`config.mk`:
```
export PLATFORM = sky130hd
export DESIGN_NAME = lenet_sequencer
export DESIGN_NICKNAME = d
export VERILOG_FILES = /design/src/rtl/lenet_sequencer.sv
export SDC_FILE = /design/constraint.sdc
export NUM_CORES = 1
export LEC_CHECK = 0
export BUFFER_PORTS_ARGS = -buffer_cell sky130_fd_sc_hd__buf_2
export CORE_MARGIN = 3
export CORE_UTILIZATION = 57
export CTS_BUF_LIST = sky130_fd_sc_hd__clkbuf_16
export DETAILED_ROUTE_END_ITERATION = 10
export PLACE_DENSITY = 0.8
export SLEW_MARGIN = 20
export SYNTH_ARGS = -nofsm -noshare
export SYNTH_HDL_FRONTEND = slang
export SYNTH_SLANG_ARGS = --single-unit
```
`constraint.sdc`:
```
create_clock -name clk -period 2.9 [get_ports clk]
set_clock_uncertainty 0.05 [all_clocks]
set_input_delay 0.435 -clock clk [delete_from_list [all_inputs] [get_ports clk]]
set_output_delay 0.435 -clock clk [all_outputs]
set_load 0.02 [all_outputs]
```
`src/rtl/lenet_sequencer.sv`:
```
// LeNet inference sequencer: accepts a go pulse, steps the layer engine through
// each layer with start/done handshakes, then reduces streamed class scores to an argmax.
module lenet_sequencer #(
    parameter int NUM_LAYERS  = 7,
    parameter int NUM_CLASSES = 10,
    parameter int SCORE_W     = 16,
    parameter int TIMEOUT     = 65535
) (
    input  logic               clk,
    input  logic               rst_n,
    input  logic               lenet_go,
    output logic               lenet_ready,
    output logic               layer_start,
    output logic [2:0]         layer_sel,
    input  logic               layer_done,
    input  logic               score_valid,
    input  logic [SCORE_W-1:0] score_in,
    output logic               result_valid,
    output logic [3:0]         class_out,
    output logic               err,
    output logic [31:0]        cycle_count
);

    localparam int              TW         = $clog2(TIMEOUT + 1);
    localparam logic [2:0]      LAST_LAYER = 3'(NUM_LAYERS - 1);
    localparam logic [3:0]      LAST_CLASS = 4'(NUM_CLASSES - 1);
    localparam logic [TW-1:0]   TO_LAST    = TW'(TIMEOUT - 1);

    typedef enum logic [1:0] {
        S_IDLE,
        S_START,
        S_WAIT,
        S_ARGMAX
    } state_t;

    state_t                     state, state_next;
    logic [TW-1:0]              wait_cnt;
    logic [3:0]                 score_idx;
    logic [3:0]                 arg_max;
    logic signed [SCORE_W-1:0]  max_score;

    logic go_accept;
    logic layer_adv;
    logic timeout_hit;
    logic score_take;
    logic last_score;
    logic score_better;

    // NOTE: sequential state uses non-blocking assignments so every register
    // samples pre-edge values; blocking here would create order-dependent races.
    always_ff @(posedge clk) begin
        if (!rst_n) state <= S_IDLE;
        else        state <= state_next;
    end

    // NOTE: every signal is given a default before the case so no path leaves
    // a value unassigned, which would otherwise infer a latch.
    always_comb begin
        state_next  = state;
        go_accept   = 1'b0;
        layer_adv   = 1'b0;
        timeout_hit = 1'b0;
        score_take  = 1'b0;
        last_score  = 1'b0;
        case (state)
            S_IDLE: begin
                if (lenet_go) begin
                    go_accept  = 1'b1;
                    state_next = S_START;
                end
            end
            S_START: state_next = S_WAIT;
            S_WAIT: begin
                if (layer_done) begin
                    if (layer_sel < LAST_LAYER) begin
                        layer_adv  = 1'b1;
                        state_next = S_START;
                    end else begin
                        state_next = S_ARGMAX;
                    end
                end else if (wait_cnt == TO_LAST) begin
                    timeout_hit = 1'b1;
                    state_next  = S_IDLE;
                end
            end
            S_ARGMAX: begin
                if (score_valid) begin
                    score_take = 1'b1;
                    if (score_idx == LAST_CLASS) begin
                        last_score = 1'b1;
                        state_next = S_IDLE;
                    end
                end
            end
            default: state_next = S_IDLE;
        endcase
    end

    // Strictly greater keeps the lower index on ties; index 0 always seeds the max.
    assign score_better = (score_idx == 4'd0) || ($signed(score_in) > max_score);

    assign lenet_ready = (state == S_IDLE);
    assign layer_start = (state == S_START);

    always_ff @(posedge clk) begin
        if (!rst_n) begin
            layer_sel    <= '0;
            err          <= 1'b0;
            score_idx    <= '0;
            max_score    <= '0;
            arg_max      <= '0;
            class_out    <= '0;
            result_valid <= 1'b0;
            cycle_count  <= '0;
            wait_cnt     <= '0;
        end else begin
            result_valid <= last_score;

            if (go_accept) begin
                layer_sel   <= '0;
                err         <= 1'b0;
                score_idx   <= '0;
                max_score   <= '0;
                arg_max     <= '0;
                cycle_count <= '0;
            end else if (state != S_IDLE && cycle_count != '1) begin
                cycle_count <= cycle_count + 32'd1;
            end

            if (state == S_START)     wait_cnt <= '0;
            else if (state == S_WAIT) wait_cnt <= wait_cnt + 1'b1;

            if (layer_adv)   layer_sel <= layer_sel + 3'd1;
            if (timeout_hit) err       <= 1'b1;

            if (score_take) begin
                if (score_better) begin
                    max_score <= $signed(score_in);
                    arg_max   <= score_idx;
                end
                if (!last_score) score_idx <= score_idx + 4'd1;
            end

            // The final score takes part in the compare on the same edge it is written out.
            if (last_score) class_out <= score_better ? score_idx : arg_max;
        end
    end

endmodule

```
---- Word-level counts from Yosys, hierarchy flattened ----
Cells that the tools add are included.
operators by class
  reduce and logical (&&, ||, !) cells .... 10
  multiplexer cells ....................... 34
  bitwise operators ....................... 1
  $add $sub $neg .......................... 4
  equal/unequal tests ..................... 10
  $lt $le $gt $ge ......................... 2
operators by type and width
  operator                                                               count
  16-bit 2-to-1 mux                                                      3
  32-bit by 1-bit adder with 32-bit output, second input constant        1
  32-bit != test, second input constant                                  1
  4-bit 2-to-1 mux                                                       7
  16-bit by 1-bit adder with 16-bit output, second input constant        1
  16-bit equality test, second input constant                            1
  16-bit greater-than comparator                                         1
  1-bit 2-to-1 mux                                                       15
  2-bit 2-to-1 mux                                                       6
  2-bit one-hot mux with 4 select lines                                  1
  3-bit 2-to-1 mux                                                       2
  2-bit != test, second input constant                                   3
  2-bit nonzero test                                                     3
  4-bit by 1-bit adder with 4-bit output, second input constant          1
  2-bit equality test, second input constant                             2
  4-bit equality test, second input constant                             1
  4-bit zero test                                                        1
  4-bit AND reduction                                                    1
  2-bit OR reduction                                                     2
  3-bit by 1-bit adder with 3-bit output, second input constant          1
  3-bit < comparator, second input constant                              1
  3-bit != test, second input constant                                   1
  2-bit by 1-bit equality test with 1-bit output, second input constant  1
  2-bit zero test                                                        1
  3 further kinds                                                        3
storage, ports and cells
  logic and storage cells ................. 71
  bits of input ports ..................... 21
  output and inout port bits .............. 43
  bits in registers ....................... 83

---- Logic depth before layout (Yosys ltp) ----
Gate-level depths: netlist (run 1).
  word-level depth ........................ 6
  depth in mapped cells ................... 9
  mapped depth without buffers ............ 8

---- Worst setup path after synthesis (run 1) ----
OpenSTA, ideal clock, no wires.
  path kind ............................... input to register
  from .................................... input score_in[15]
  to ...................................... register max_score[0]
  cell stages on the path ................. 8
  setup time .............................. 72 ps
  data required time ...................... 2778 ps
  data arrival time ....................... 1996 ps
  setup slack ............................. 783 ps
  path buffers ............................ 1
  cell sequence ........................... ha_1 > nand4_1 > nor4_2 > a21boi_2 > o211ai_1 > o21ai_1 > buf_6 > mux2i_1
on the way
  word-level cells in the longest chain between the ends .. 4
ends and longest elaborated chain
  element                         RTL line  RTL
  from (decl)                     17        input logic [SCORE_W-1:0] score_in,
  16-bit greater-than comparator  100       assign score_better = (score_idx == 4'd0) || ($signed(score_in) > max_score);
  1-bit logical OR                100
  16-bit 2-to-1 mux               137       if (score_better) begin
  16-bit 2-to-1 mux               136       if (score_take) begin
  to (signal assigned)            138       max_score <= $signed(score_in);
  to (decl)                       40        logic signed [SCORE_W-1:0] max_score;
No other way between the ends.
A chain may end at the register's enable or synchronous reset.

---- Worst setup path after layout (run 1) ----
  from .................................... register max_score[15]
  to ...................................... register max_score[3]
on the way
  word-level cells in the longest chain between the ends .. 4
ends and longest elaborated chain
  element                         RTL line
  16-bit greater-than comparator  100
  1-bit logical OR                100
  16-bit 2-to-1 mux               137
  16-bit 2-to-1 mux               136
No other way between the ends.

==> impl_metrics.tcl, run 1 <==
set metrics [dict create \
    start_util 0.5974 \
    rsz0062_at_grt "false" \
    yosysUniqueCellTypes 52 \
    insertion_delay_ps 330 \
    ys_seq_area_frac 0.3755 \
    final_common_cell "dfxtp_1" \
    slew_headroom 0.5790 \
    drc 0 \
    utilization 0.6855 \
    power_density_nw_per_um2 479.6 \
    synth_nets 560 \
    nNetsFinal 617 \
    antenna_found_initial 0 \
    cp.arrival_ps 2610 \
    synth_xor_xnor_area_share 0.07125 \
    whs_path_depth 3 \
    syn-instance-count 516 \
    fmax_mhz 415.9 \
    synthSimpleGateAreaFrac 0.2655 \
    grt_max_degree 30 \
    status "finished clean" \
    grt_usage 0.2283 \
    dr.first_iter.drc_count 150 \
    dieArea_sq_um 8858 \
    synth_top_family_by_area "simple AND/OR/NAND/NOR gates" \
    fin_crit_sh 0.8292 \
    grt_pass1_wl_microns 16390 \
    clkTransAtPathRegs_ps 60 \
    synthFlopType "dfxtp_1" \
    crit_path_end_kind "register" \
    hold_path.class "in -> reg" \
    max-vdd-ir-drop_mv 0.3302 \
    r2r_end "max_score[3]" \
    setup_viol 0 \
    startpoint_type "register" \
    clock_sinks 83 \
    ant_nets 0 \
    min_from "score_in[13]" \
    hold_buffers 0 \
    final_cell_mix "dfxtp_1, buf_2, nand2_1, nor2_1, nand3_1" \
    cp.required_ps 3110 \
    async_reset_ff_frac 0 \
    htree_levels 3 \
    grt_overflow 0 \
    dpl.hpwl_microns 6689 \
    fp.dieH_microns 94.12 \
    drt-total-wl_microns 9482 \
    cts_tree "built" \
    path_class "reg -> reg" \
    wl_per_cell_microns 14.03 \
    cts-root-buf "clkbuf_16" \
    final.min_clock_period_ps 2405 \
    grt_pass1_vias 3640 \
    cts_setup_buffers 0 \
    critPathMaxFanout 20 \
    cts_buffer_depth 2 \
    worstReg2RegStart "max_score[15]" \
    slew_viol_final 0 \
    routed_via_density 5.720 \
    cts-resized-gates 0 \
    rrSetupSlack_ps 500 \
    synth_compound_area_frac 0.1275 \
    r2r_cells 9 \
    drv_cap 0 \
    synth_edf_count 0 \
    rows 31 \
    numCtsBuffers 9 \
    leakagePower_nw 2.029 \
    place.gp.congestion 0.8126 \
    synth_fa_ha_area_frac 0.06503 \
    io_pins 64 \
    startpoint "max_score[15]" \
    fillers 599 \
    final.setup.tns_ps 0 \
    tightest_slew_ps 627.7 \
    register_area_sq_um 1662 \
    synth.area.mux_share 0.04750 \
    io_buffers 63 \
    core_area_sq_um 7408 \
    multiInputGateArea_sq_um 2556 \
    die_w_microns 94.12 \
    yosys_register_bits 83 \
    avgSynthCellArea_sq_um 8.577 \
    area_growth_pct 14.76 \
    hold_violations 0 \
    synth_area_sq_um 4425 \
    antenna_cells 0 \
    dr.pass1.iters 4 \
    final_layout_size_suffix_gt1_frac 0.1785 \
    routed-via-count 3867 \
    hold_end "max_score[13]" \
    yosysWarnings 0 \
]
==> cells by family (layout without fill, tap and decap cells) <==
group	Yosys count	after routing
AND/OR/NAND/NOR	221	221
XOR/XNOR	36	36
adder cells (fa/ha/maj)	23	23
multiplexers	21	21
buffers and inverters	49	110
flip-flops	83	83
AO/OA/AOI/OAI	83	83
==> worst max-delay path, cell delays in order, from the launching register on <==
cell and delay [ps]:
dfxtp_1 340, inv_1 50, ha_1 310, nand4_1 190
nor4_2 360, a21boi_2 260, o211ai_1 110, o21ai_2 70
buf_4 340, mux2i_1 240
==> Yosys cell counts (all sizes together) (2+ instances only) <==
library cell | number | area share
o21a | 4 | 0.0068
o211ai | 8 | 0.014
and3 | 14 | 0.020
buf | 9 | 0.014
a211oi | 10 | 0.017
clkbuf | 13 | 0.011
a2111oi | 2 | 0.0068
xor2 | 21 | 0.042
nand4 | 16 | 0.030
nand2 | 61 | 0.052
inv | 27 | 0.023
o2111ai | 4 | 0.0079
a31oi | 5 | 0.0071
nor2b | 4 | 0.0057
dfxtp | 83 | 0.38
mux2i | 21 | 0.047
and4 | 4 | 0.0085
nand2b | 6 | 0.0085
ha | 23 | 0.065
a21o | 2 | 0.0034
o21ai | 17 | 0.019
and2 | 5 | 0.0071
nand3 | 38 | 0.044
xnor2 | 15 | 0.030
or2 | 2 | 0.0028
nor2 | 48 | 0.041
nor3 | 9 | 0.018
nor4 | 4 | 0.014
or3 | 9 | 0.013
a21boi | 4 | 0.0076
a21oi | 20 | 0.025
==> power by group <==
group	total [mW]	switching, mW	internal (mW)
Sequential	1.16	0.0106	1.15
Clock	1.10	0.445	0.656
Combinational	0.175	0.117	0.0588
Total	2.44	0.572	1.86
==> stage by stage <==
stage / cell area (sq um) / setup slack, ps / hold slack, ps / power [mW] / std cells
global placement: 4796 / 449.6 / 402.7 / 1.355 / 661
finish: 5079 / 495.4 / 310.3 / 2.436 / 676
global route: 5079 / 269.7 / 316.7 / 2.522 / 676
CTS: 5079 / 491.4 / 309.8 / 2.450 / 676
detailed placement: 4796 / 324.1 / 414.1 / 1.360 / 661
floorplan: 4425 / 782.9 / 393.1 / 1.304 / 516
==> worst max-delay path by stage <==
stage                    endpoint  cells after the start
CTS                  max_score[3]                      9
detailed placement   max_score[8]                      9
global placement    max_score[13]                      9
finish               max_score[3]                      9
global route         max_score[8]                      9
floorplan            max_score[0]                      8
==> sequential cells by signal (all words and copies together), names as in the netlist <==
register      count
err               1
class_out         4
score_idx         4
max_score        16
wait_cnt         16
result_valid      1
layer_sel         3
arg_max           4
cycle_count      32
state             2
==> routing by layer <==
metal / vias to the layer above / part of all wire / GRT usage
met5: - / 0 / 0
met4: 0 / 0.015 / 0.08785
met3: 11 / 0.053 / 0.03926
met2: 104 / 0.48 / 0.3761
met1: 1830 / 0.45 / 0.2970
li1: 1922 / - / -
==> area by class of cell <==
| type | instances | share of cell area |
|---|---|---|
| Clock buffer | 9 | 0.04435 |
| Sequential cell | 83 | 0.3272 |
| Inverter | 27 | 0.01996 |
| Multi-Input combinational cell | 384 | 0.5033 |
| Timing Repair Buffer | 68 | 0.06948 |
| Tap cell | 99 | 0.02439 |
| Clock inverter | 6 | 0.01133 |
(Power assumes the default switching activity.)
==> run 2: changes to the inputs <==
--- a/config.mk
+++ b/config.mk
@@ -7,10 +7,10 @@
 export LEC_CHECK = 0
 export BUFFER_PORTS_ARGS = -buffer_cell sky130_fd_sc_hd__buf_2
 export CORE_MARGIN = 3
-export CORE_UTILIZATION = 57
+export CORE_UTILIZATION = 52
 export CTS_BUF_LIST = sky130_fd_sc_hd__clkbuf_16
 export DETAILED_ROUTE_END_ITERATION = 10
-export PLACE_DENSITY = 0.8
+export PLACE_DENSITY = 0.76
 export SLEW_MARGIN = 20
 export SYNTH_ARGS = -nofsm -noshare
 export SYNTH_HDL_FRONTEND = slang
==> constraint.sdc (replaced) <==
create_clock -name clk -period 2 [get_ports clk]
set_clock_uncertainty 0.05 [all_clocks]
set_input_delay 0.3 -clock clk [delete_from_list [all_inputs] [get_ports clk]]
set_output_delay 0.3 -clock clk [all_outputs]
set_load 0.02 [all_outputs]
==> run 2 against run 1 <==
  * The run now ends with setup timing left
  * Sequential share of layout area is 2.7 points lower
  * Cell count is 6.2% higher
  * Die area up 9.0%
  * Sequential power rose by 45%
  * Global-route usage fell by 0.92 points
==> impl_metrics.tcl, run 2 (synthesis results as in run 1) <==
set metrics [dict create \
    hold_violations 0 \
    core_area_sq_um 8258 \
    dr.first_iter.drc_count 199 \
    grt.busiest_layer "met2" \
    start_util 0.5359 \
    io_buffers 63 \
    p_int_mw 2.759 \
    cts_tree "built" \
    clock_sinks 83 \
    rows 33 \
    final.setup.tns_ps -5569 \
    layout_setup_ws_ps -279.5 \
    fin_hold_ws_ps 175.3 \
    drt-total-wl_microns 10680 \
    slew_viol_final 0 \
    top_register "cycle_count" \
    final_layout_size_suffix_gt1_frac 0.2741 \
    hold_path.class "in -> reg" \
    critPathMostFrequentCell "nand4_1" \
    largest_register_ffs 32 \
    hold_buffers 0 \
    p_sw_mw 0.9065 \
    startpoint "max_score[15]" \
    crit_path_end_kind "register" \
    htree_levels 3 \
    worstReg2RegStart "max_score[15]" \
    dr.pass1.iters 4 \
    fin_crit_sh 1.140 \
    status "finished with violations" \
    insertion_delay_ps 330 \
    combPwrFrac 0.085 \
    dieArea_sq_um 9653 \
    grtUsageMet3 0.05000 \
    final_cell_mix "dfxtp_1, buf_2, nand2_1, nor2_1, buf_4" \
    rsz0062_at_grt "true" \
    cp_cell_sequence "inv_1, ha_4, nand4_1, nor4_4, nand4_1, buf_4, o211ai_1, o21ai_2, buf_12, mux2i_1" \
    path_class "reg -> reg" \
    io_pins 64 \
    grt_max_degree 29 \
    grt_pass1_vias 3946 \
    cts-root-buf "clkbuf_16" \
    final.min_clock_period_ps 2279 \
    r2r_cells 10 \
    fp.dieH_microns 98.25 \
    area_growth_pct 25.56 \
    tightest_slew_ps 524.0 \
    power_density_nw_per_um2 659.7 \
    startpoint_type "register" \
    top_regs "cycle_count (32), max_score (16), wait_cnt (16)" \
    fmax_mhz 438.7 \
    critPathMaxFanout 14 \
    drc 0 \
    met1_usage 0.2815 \
    routed-via-count 3998 \
    cp.required_ps 2200 \
    clkPwrFrac 0.456 \
    cpPeakStageDelay_ps 330 \
    antenna_found_initial 0 \
    crit_end "max_score[0]" \
    pwr-share-seq 0.458 \
    ant_nets 0 \
    routed_via_density 5.568 \
    setup_viol 24 \
    grt_pass1_wl_microns 17770 \
    cts_buffer_depth 2 \
    rrSetupSlack_ps -280 \
    dpl.hpwl_microns 7239 \
    die_w_microns 98.25 \
    max-vdd-ir-drop_mv 0.3971 \
    drv_cap 0 \
    grt_use_met2 0.3712 \
    grt_overflow 0 \
    clkTransAtPathRegs_ps 70 \
    nNetsFinal 652 \
    antenna_cells 0 \
    violations "setup timing" \
    p_sw_frac 0.2473 \
    grt_usage 0.2191 \
    cp_slowest_cell "dfxtp_1" \
    r2r_end "max_score[0]" \
    wl_per_cell_microns 14.87 \
    slew_headroom 0.6498 \
    leakagePower_nw 2.243 \
    cp.arrival_ps 2480 \
    final_common_cell "dfxtp_1" \
    place.gp.congestion 0.8247 \
    numCtsBuffers 9 \
]
[run 2: repair_timing]
item | 4_1_cts | 5_1_grt
resized for setup | 14 | 21
pin swaps | 5 | 10
buffers inserted | 2 | 4
cloned | 0 | 0
endpoints found under the setup margin | 24 | 36
[run 2: power groups by stage]
stage	Sequential (mW)	Combinational [mW]	Clock, mW
after floorplan	1.72	0.170	0
after global placement	1.72	0.269	0
after detailed placement	1.72	0.276	0
after CTS	1.68	0.285	1.70
after global routing	1.68	0.345	1.77
final	1.68	0.313	1.67
[run 2: routing by layer]
layer | share of wire | vias up
li1 | - | 1999
met1 | 0.45 | 1880
met2 | 0.49 | 109
met3 | 0.051 | 10
met4 | 0.0097 | 0
met5 | 0 | -
[run 2: area by class of cell]
cell class,count,area (sq um)
fill,669,2701
sequential,83,1670
clock inverter,7,76.32
timing repair buffer,103,631.9
multi-input combinational,384,2720
inverter,27,101.3
tap,105,131.4
clock buffer,9,225.2
[run 2: how the worst min path moves through the flow]
stage	from	end	slack (ps)	cells past startpoint
final	score_in[7]	max_score[7]	180	3
after global routing	score_in[7]	max_score[7]	170	3
after CTS	score_in[8]	max_score[8]	170	3
after detailed placement	max_score[14]	max_score[14]	410	2
after global placement	max_score[3]	max_score[3]	400	2
after floorplan	score_in[0]	max_score[0]	390	2
[run 2: through the flow]
step	instance area [sq um]	cells	power [mW]	util	setup slack, ps
final	5557	718	3.666	0.6729	-279.5
after global routing	5557	718	3.801	0.6729	-421.1
after CTS	5410	714	3.664	0.6552	-143.1
after detailed placement	5034	696	1.993	0.6095	-259.3
after global placement	5034	696	1.985	0.6095	-155.8
after floorplan	4425	516	1.890	-	19.72
[run 2: worst max-delay path: cells and delay by family, from the launching register on]
| family | cells | cell delay, ps |
|---|---|---|
| simple gates | 3 | 730 |
| buf+inv | 3 | 420 |
| flops | 1 | 330 |
| mux | 1 | 180 |
| compound gates | 2 | 220 |
| fa+ha+maj | 1 | 270 |
